<file path="config.mk">
export PLATFORM = sky130hd
export DESIGN_NAME = multi_port_regfile_flat
export DESIGN_NICKNAME = d
export VERILOG_FILES = /design/src/rtl/cpu_regfile_pkg.sv /design/src/rtl/multi_port_regfile_if.sv /design/src/rtl/regfile_clear_fsm.sv /design/src/rtl/multi_port_regfile.sv /design/src/flat_wrapper.sv
export SDC_FILE = /design/constraint.sdc
export NUM_CORES = 2
export LEC_CHECK = 0
export CAP_MARGIN = 20
export CORE_AREA = 2 2 411 413
export DETAILED_ROUTE_END_ITERATION = 8
export DIE_AREA = 0 0 413 415
export HOLD_SLACK_MARGIN = 0.02
export PLACE_DENSITY_LB_ADDON = 0.12
export SYNTH_ARGS = -nofsm -noshare
export SYNTH_HDL_FRONTEND = slang
export SYNTH_HIERARCHICAL = 1
export SYNTH_SLANG_ARGS = --single-unit
</file>
<file path="constraint.sdc">
create_clock -name clk -period 8.76 [get_ports clk]
set_input_delay 2.19 -clock clk [delete_from_list [all_inputs] [get_ports clk]]
set_output_delay 2.19 -clock clk [all_outputs]
set_load 0.01 [all_outputs]
</file>
<file path="src/rtl/cpu_regfile_pkg.sv">
// Shared definitions for the CPU register file: clear-engine state encoding and default geometry.
package cpu_regfile_pkg;

  localparam int unsigned DEF_WIDTH  = 32;
  localparam int unsigned DEF_DEPTH  = 32;
  localparam int unsigned DEF_NUM_RD = 2;

  typedef enum logic [1:0] {
    CLR_IDLE  = 2'd0,
    CLR_CLEAR = 2'd1,
    CLR_DONE  = 2'd2
  } clr_state_e;

endpackage

</file>
<file path="src/rtl/multi_port_regfile_if.sv">
// Register-file access bus: one byte-masked write port, NUM_RD read ports and the bulk-clear handshake.
interface multi_port_regfile_if
  import cpu_regfile_pkg::*;
#(
  parameter int unsigned WIDTH  = DEF_WIDTH,
  parameter int unsigned DEPTH  = DEF_DEPTH,
  parameter int unsigned NUM_RD = DEF_NUM_RD
);

  localparam int unsigned AW = $clog2(DEPTH);
  localparam int unsigned BW = WIDTH / 8;

  logic                    wr_en;
  logic [AW-1:0]           wr_addr;
  logic [BW-1:0]           wr_be;
  logic [WIDTH-1:0]        wr_data;
  logic [NUM_RD*AW-1:0]    rd_addr;
  logic [NUM_RD*WIDTH-1:0] rd_data;
  logic                    clr_req;
  logic                    clr_busy;
  logic                    clr_done;

  modport master (
    output wr_en, wr_addr, wr_be, wr_data, rd_addr, clr_req,
    input  rd_data, clr_busy, clr_done
  );

  modport slave (
    input  wr_en, wr_addr, wr_be, wr_data, rd_addr, clr_req,
    output rd_data, clr_busy, clr_done
  );

endinterface

</file>
<file path="src/rtl/regfile_clear_fsm.sv">
// Bulk-clear sequencer: walks every entry once, one per falling edge, then pulses clr_done.
module regfile_clear_fsm
  import cpu_regfile_pkg::*;
#(
  parameter  int unsigned DEPTH = DEF_DEPTH,
  localparam int unsigned AW    = $clog2(DEPTH)
) (
  input  logic          clk,
  input  logic          rst,
  input  logic          clr_req,
  output logic          clr_busy,
  output logic          clr_done,
  output logic          clr_we_c,
  output logic          idle_c,
  output logic [AW-1:0] clr_ptr
);

  clr_state_e    state_q, state_d;
  logic [AW-1:0] ptr_d;
  logic          busy_d;
  logic          done_d;

  // State register; the whole register file is clocked on the falling edge.
  always_ff @(negedge clk or negedge rst) begin
    if (!rst) begin
      state_q  <= CLR_IDLE;
      clr_ptr  <= '0;
      clr_busy <= 1'b0;
      clr_done <= 1'b0;
    end else begin
      state_q  <= state_d;
      clr_ptr  <= ptr_d;
      clr_busy <= busy_d;
      clr_done <= done_d;
    end
  end

  // Next-state: busy/done are registered copies of the upcoming state.
  always_comb begin
    state_d = state_q;
    ptr_d   = clr_ptr;
    busy_d  = 1'b0;
    done_d  = 1'b0;
    unique case (state_q)
      CLR_IDLE: begin
        if (clr_req) begin
          state_d = CLR_CLEAR;
          ptr_d   = '0;
          busy_d  = 1'b1;
        end
      end
      CLR_CLEAR: begin
        busy_d = 1'b1;
        ptr_d  = clr_ptr + AW'(1);
        if (clr_ptr == AW'(DEPTH - 1)) begin
          state_d = CLR_DONE;
          busy_d  = 1'b0;
          done_d  = 1'b1;
        end
      end
      CLR_DONE: begin
        state_d = CLR_IDLE;
      end
      default: begin
        state_d = CLR_IDLE;
        ptr_d   = '0;
      end
    endcase
  end

  assign clr_we_c = (state_q == CLR_CLEAR);
  assign idle_c   = (state_q == CLR_IDLE);

endmodule

</file>
<file path="src/rtl/multi_port_regfile.sv">
// General-purpose register file: DEPTH x WIDTH storage, NUM_RD combinational read ports,
// one byte-masked falling-edge write port with optional bypass and hardwired zero entry.
module multi_port_regfile
  import cpu_regfile_pkg::*;
#(
  parameter int unsigned WIDTH    = DEF_WIDTH,
  parameter int unsigned DEPTH    = DEF_DEPTH,
  parameter int unsigned NUM_RD   = DEF_NUM_RD,
  parameter bit          ZERO_REG = 1'b1,
  parameter bit          BYPASS   = 1'b1
) (
  input logic                 clk,
  input logic                 rst,
  multi_port_regfile_if.slave bus
);

  localparam int unsigned AW = $clog2(DEPTH);
  localparam int unsigned BW = WIDTH / 8;

  logic [WIDTH-1:0]        mem [DEPTH];
  logic [WIDTH-1:0]        wr_merged;
  logic                    wr_live;
  logic                    wr_commit;
  logic                    clr_we_c;
  logic                    idle_c;
  logic [AW-1:0]           clr_ptr;
  logic [NUM_RD*WIDTH-1:0] rd_all;

  regfile_clear_fsm #(.DEPTH(DEPTH)) u_clear_fsm (
    .clk      (clk),
    .rst      (rst),
    .clr_req  (bus.clr_req),
    .clr_busy (bus.clr_busy),
    .clr_done (bus.clr_done),
    .clr_we_c (clr_we_c),
    .idle_c   (idle_c),
    .clr_ptr  (clr_ptr)
  );

  // Byte-merge of the incoming write over the currently stored word.
  always_comb begin
    wr_merged = mem[bus.wr_addr];
    for (int unsigned b = 0; b < BW; b++) begin
      if (bus.wr_be[b]) wr_merged[8*b +: 8] = bus.wr_data[8*b +: 8];
    end
  end

  // A write is only live while idle and with at least one byte enabled; entry 0 may be read-only.
  assign wr_live   = bus.wr_en && idle_c && (bus.wr_be != '0);
  assign wr_commit = wr_live && !(ZERO_REG && (bus.wr_addr == '0));

  always_ff @(negedge clk or negedge rst) begin
    if (!rst) begin
      for (int unsigned i = 0; i < DEPTH; i++) mem[i] <= '0;
    end else if (clr_we_c) begin
      mem[clr_ptr] <= '0;
    end else if (wr_commit) begin
      mem[bus.wr_addr] <= wr_merged;
    end
  end

  // Per-port read mux: zero entry first, then same-cycle bypass, then storage.
  for (genvar k = 0; k < NUM_RD; k++) begin : g_rd
    logic [AW-1:0]    addr;
    logic [WIDTH-1:0] data;

    assign addr = bus.rd_addr[k*AW +: AW];

    always_comb begin
      if (ZERO_REG && (addr == '0)) begin
        data = '0;
      end else if (BYPASS && wr_live && (addr == bus.wr_addr)) begin
        data = wr_merged;
      end else begin
        data = mem[addr];
      end
    end

    assign rd_all[k*WIDTH +: WIDTH] = data;
  end

  assign bus.rd_data = rd_all;

endmodule

</file>
<file path="src/flat_wrapper.sv">
// flat-port wrapper written by rule: the top's interface ports become plain ports
module multi_port_regfile_flat import cpu_regfile_pkg::*;
#(
  parameter int unsigned WIDTH    = DEF_WIDTH,
  parameter int unsigned DEPTH    = DEF_DEPTH,
  parameter int unsigned NUM_RD   = DEF_NUM_RD,
  parameter bit          ZERO_REG = 1'b1,
  parameter bit          BYPASS   = 1'b1
)
  (clk, rst, bus_wr_en, bus_wr_addr, bus_wr_be, bus_wr_data, bus_rd_addr, bus_clr_req, bus_rd_data, bus_clr_busy, bus_clr_done);
  multi_port_regfile_if #(.WIDTH(WIDTH), .DEPTH(DEPTH), .NUM_RD(NUM_RD)) bus_i ();
  input logic clk;
  input logic rst;
  input wire logic [$bits(bus_i.wr_en)-1:0] bus_wr_en;
  input wire logic [$bits(bus_i.wr_addr)-1:0] bus_wr_addr;
  input wire logic [$bits(bus_i.wr_be)-1:0] bus_wr_be;
  input wire logic [$bits(bus_i.wr_data)-1:0] bus_wr_data;
  input wire logic [$bits(bus_i.rd_addr)-1:0] bus_rd_addr;
  input wire logic [$bits(bus_i.clr_req)-1:0] bus_clr_req;
  output wire logic [$bits(bus_i.rd_data)-1:0] bus_rd_data;
  output wire logic [$bits(bus_i.clr_busy)-1:0] bus_clr_busy;
  output wire logic [$bits(bus_i.clr_done)-1:0] bus_clr_done;
  assign bus_i.wr_en = bus_wr_en;
  assign bus_i.wr_addr = bus_wr_addr;
  assign bus_i.wr_be = bus_wr_be;
  assign bus_i.wr_data = bus_wr_data;
  assign bus_i.rd_addr = bus_rd_addr;
  assign bus_i.clr_req = bus_clr_req;
  assign bus_rd_data = bus_i.rd_data;
  assign bus_clr_busy = bus_i.clr_busy;
  assign bus_clr_done = bus_i.clr_done;
  multi_port_regfile #(.WIDTH(WIDTH), .DEPTH(DEPTH), .NUM_RD(NUM_RD), .ZERO_REG(ZERO_REG), .BYPASS(BYPASS)) u_core (.clk(clk), .rst(rst), .bus(bus_i));
endmodule
</file>
==> key figures <==
Clock network
  – Clock Path Buffers: 3
  – Cts bufs inserted: 121
  – CTS tree: built
  – Clock latency on the worst-skew pair: 0.74 ns
  – Num Clock Sinks: 1,033
  – CTS Hold Bufs: 0
  – Reg clk slew, reported paths: 0.05 ns
  – Root Driver: clkbuf_16
  – CTS H-tree depth: 3

Global routing
  – Pin count of the biggest net entering global routing: 100
  – GRT Resource Usage Total: 41.8%
  – Grt total ovfl: 0
  – Antenna violations before repair: 22
  – Vias in the first global route: 59,200
  – Global-route wire length before repair: 497 mm

Placed design
  – DP HPWL: 240 mm
  – GPL Wtd Cong: 0.987
  – I/O Buffers: 120
  – Placed instance count: 8,115
  – Post-DP Area: 0.0795 sq mm

Routing
  – Drt drc: 0
  – Remaining antenna violation count: 0
  – DR WL/cell: 42.8 microns
  – Initial drt markers: 9,309
  – Pre-Repair DR Iteration Count: 6
  – Total length of routed wires: 364 mm
  – Via count: 60,500
  – Vias per cell: 7.11

STA
  – Clock skew: 0.0416 ns
  – RSZ-0062 raised after global routing: true
  – Final setup fails: 64
  – Hold Violations, Final: 0
  – Worst-Margin Slew: 1.31 ns
  – Fin Setup TNS: -33.83 ns
  – Max-slew violations: 0
  – Final worst setup slack: -0.705 ns
  – Slew margin rel.: 12.2%

Synth
  – Post-synth EDFFs: 0
  – Most used DFF post-synth: dfrtn_1
  – Post-Syn Nets: 4,881
  – Adder-Cell Fraction of Synth Area: 0.0397%
  – Synth Area in Simple Gates: 3.55%
  – Post-Synth XOR/XNOR Area: 0.167%
  – Flops & latches, synth: 1,033
  – Mapped Cells: 4,824
  – Synth unique cells: 88
  – Syn. warnings: 6
  – Largest family of logic cells by synthesized area: multiplexers
  – Complex-gate fraction of the synthesized area: 21.5%
  – Mux share of post-synthesis cell area: 28.9%
  – Avg Cell Area, Syn: 13.1 sq um
  – Synth Cell Area: 0.0630 sq mm
  – Sequential fraction of the synthesis area: 41.1%
  – Post-synth ARST share: 100%

Pwr
  – Internal Power: 9.08 mW
  – Psw: 4.50 mW
  – Flop pwr share: 36.4%
  – Worst IR drop on VDD: 0.171 mV
  – Lkg Pwr: 39.5 nW
  – Sw frac: 33.1%
  – Tot Pwr: 13.6 mW
  – Power Density: 156 mW/mm^2
  – Clock Power Share: 40.0%
  – Logic gate share of total power: 23.6%

Die
  – Total die area: 0.171 sq mm
  – FP Rows: 150
  – Starting Density: 37.8%
  – Die W: 413 microns
  – Io pins: 121
  – Chip Height: 415 microns
  – Core Area: 0.167 sq mm

Layout
  – Design Area, Final: 0.0869 sq mm
  – Share of layout cells above drive strength 1: 46.6%
  – Layout Nets: 6,254
  – Most frequent cells in the layout: buf_4 (1,373), dfrtn_1 (1,033), a22o_1 (1,024)
  – Fin cells: 8,514
  – Layout overhead on the synthesized area: 38.0%
  – Commonest non-fill, non-tap cell in the layout: buf_4
  – Fillcell total: 14,400

Worst hold path
  – Worst Hold Class: reg -> reg
  – Worst Hold Path Cells: 1

Setup path
  – Crit path required time: 6.57 ns
  – Critical Path, Cell by Cell: buf_6 > mux4_2 > mux4_2 > a22o_4 > a21o_4 > buf_6
  – Startpoint Class: register
  – Critical path type: reg -> out
  – Crit. End Element: output pin
  – Crit-path max FO: 2
  – Worst reg-to-reg path cell count: 4
  – Worst Path Arrival: 7.27 ns
  – Crit-path slowest cell: mux4_2
  – Max incr delay on CP: 0.62 ns

Job
  – Number of max-cap violations: 0

Status
  – Failing checks: negative setup slack
  – Status: complete, but fails checks
-- registers in the layout, summed over array words and instances, names as in the netlist --
signal and cells:
u_core/u_clear_fsm/clr_busy 1, u_core/u_clear_fsm/clr_ptr 5, u_core/u_clear_fsm/clr_done 1, u_core/u_clear_fsm/state_q 2
u_core/mem 1024
-- metal layers --
layer  GRT usage, %  vias up  share of wire, %
met2           57.9     5078                41
met4           29.9       24               8.5
li1               -    22600                 -
met1           54.2    31400                37
met5              0        -             0.047
met3           14.5     1347                14
-- per-stage QoR --
stage | hold slack (ns) | utilization, % | worst slack (ns)
2_1_floorplan | 0.445 | - | 0.100
3_3_place_gp | 0.467 | 47.7 | -0.865
3_5_place_dp | 0.480 | 47.7 | -0.897
4_1_cts | 0.483 | 51.6 | -0.790
5_1_grt | 0.500 | 52.1 | -0.715
6_report | 0.486 | 52.2 | -0.705
-- final cells by class --
cell class	count	area, sq um	share of cell area, %
multi-input combinational	3177	36300	41.8
sequential	1033	25800	29.7
timing repair buffer	1840	17700	20.4
clock buffer	178	3590	4.13
tap	2204	2760	3.17
clock inverter	49	574	0.661
inverter	24	95.1	0.109
antenna	9	22.5	0.0259
-- kinds of logic (layout without fill, tap and decap cells) --
family	Yosys count	in the layout
flip-flops	1033	1033
AND/OR/NAND/NOR	434	434
adder cells (fa/ha/maj)	2	2
XOR/XNOR	12	12
other	0	9
AO/OA/AOI/OAI	1637	1642
buffers and inverters	619	2091
multiplexers	1087	1087
-- Yosys cell counts, types with 7 or more instances --
library cell | n | area [sq um]
a22o_1 | 1042 | 9130
dfrtn_1 | 1033 | 25800
mux4_2 | 567 | 12800
mux2i_1 | 483 | 4830
clkbuf_1 | 297 | 1110
buf_2 | 176 | 881
a22oi_1 | 135 | 1010
nor2_1 | 107 | 402
nand2_1 | 99 | 372
a21oi_1 | 97 | 485
o22ai_1 | 70 | 438
buf_4 | 57 | 428
o21ai_0 | 49 | 245
a221oi_1 | 48 | 420
and2_1 | 44 | 275
nor2b_1 | 41 | 257
a221o_1 | 36 | 360
nand3_1 | 35 | 175
buf_1 | 31 | 116
a31oi_1 | 28 | 175
buf_6 | 28 | 315
mux2_2 | 26 | 293
a211oi_1 | 23 | 173
inv_1 | 21 | 78.8
nand2b_1 | 19 | 119
nor3_1 | 19 | 95.1
a32oi_1 | 13 | 114
o2bb2ai_1 | 13 | 114
a21o_1 | 11 | 82.6
mux4_1 | 11 | 289
nor4_1 | 11 | 68.8
nand3b_1 | 10 | 75.1
o211ai_1 | 10 | 75.1
xor2_1 | 10 | 87.6
and3b_1 | 7 | 61.3
-- power groups by stage --
stage	Sequential (mW)	Combinational, mW	Clock, mW
floorplan	5.00	1.07	0
global placement	5.01	2.90	0
detailed placement	5.01	2.90	0
CTS	4.93	3.02	5.45
global route	4.95	3.17	5.64
finish	4.94	3.20	5.44
-- repair_timing --
action                     4_1_cts  5_1_grt
pin swaps                      131       88
gates resized for setup        605      138
gates cloned                     8        2
setup buffers                  128       68
setup endpoints to repair       64      132
-- worst max-delay path, delay by kind of cell (launching register included) --
family | cells | cell delay, ns
compound gates | 2 | 0.51
buf+inv | 2 | 0.24
flops | 1 | 0.36
mux | 2 | 1.06
-- final timing paths --
path | from | to | slack (ns)
min in group asynchronous | rst | u_core/mem[820]$_DFFE_NN0P_ | 5.65
max reg2reg | u_core/u_clear_fsm/clr_ptr[2]$_DFFE_NN0P_ | u_core/mem[1001]$_DFFE_NN0P_ | 5.97
min reg2reg | u_core/mem[998]$_DFFE_NN0P_ | u_core/mem[998]$_DFFE_NN0P_ | 0.49
min | u_core/mem[998]$_DFFE_NN0P_ | u_core/mem[998]$_DFFE_NN0P_ | 0.49
max | u_core/mem[752]$_DFFE_NN0P_ | bus_rd_data[48] | -0.70
max in group asynchronous | rst | u_core/mem[341]$_DFFE_NN0P_ | 2.09
No activity file was read; power rests on OpenSTA's default activity.
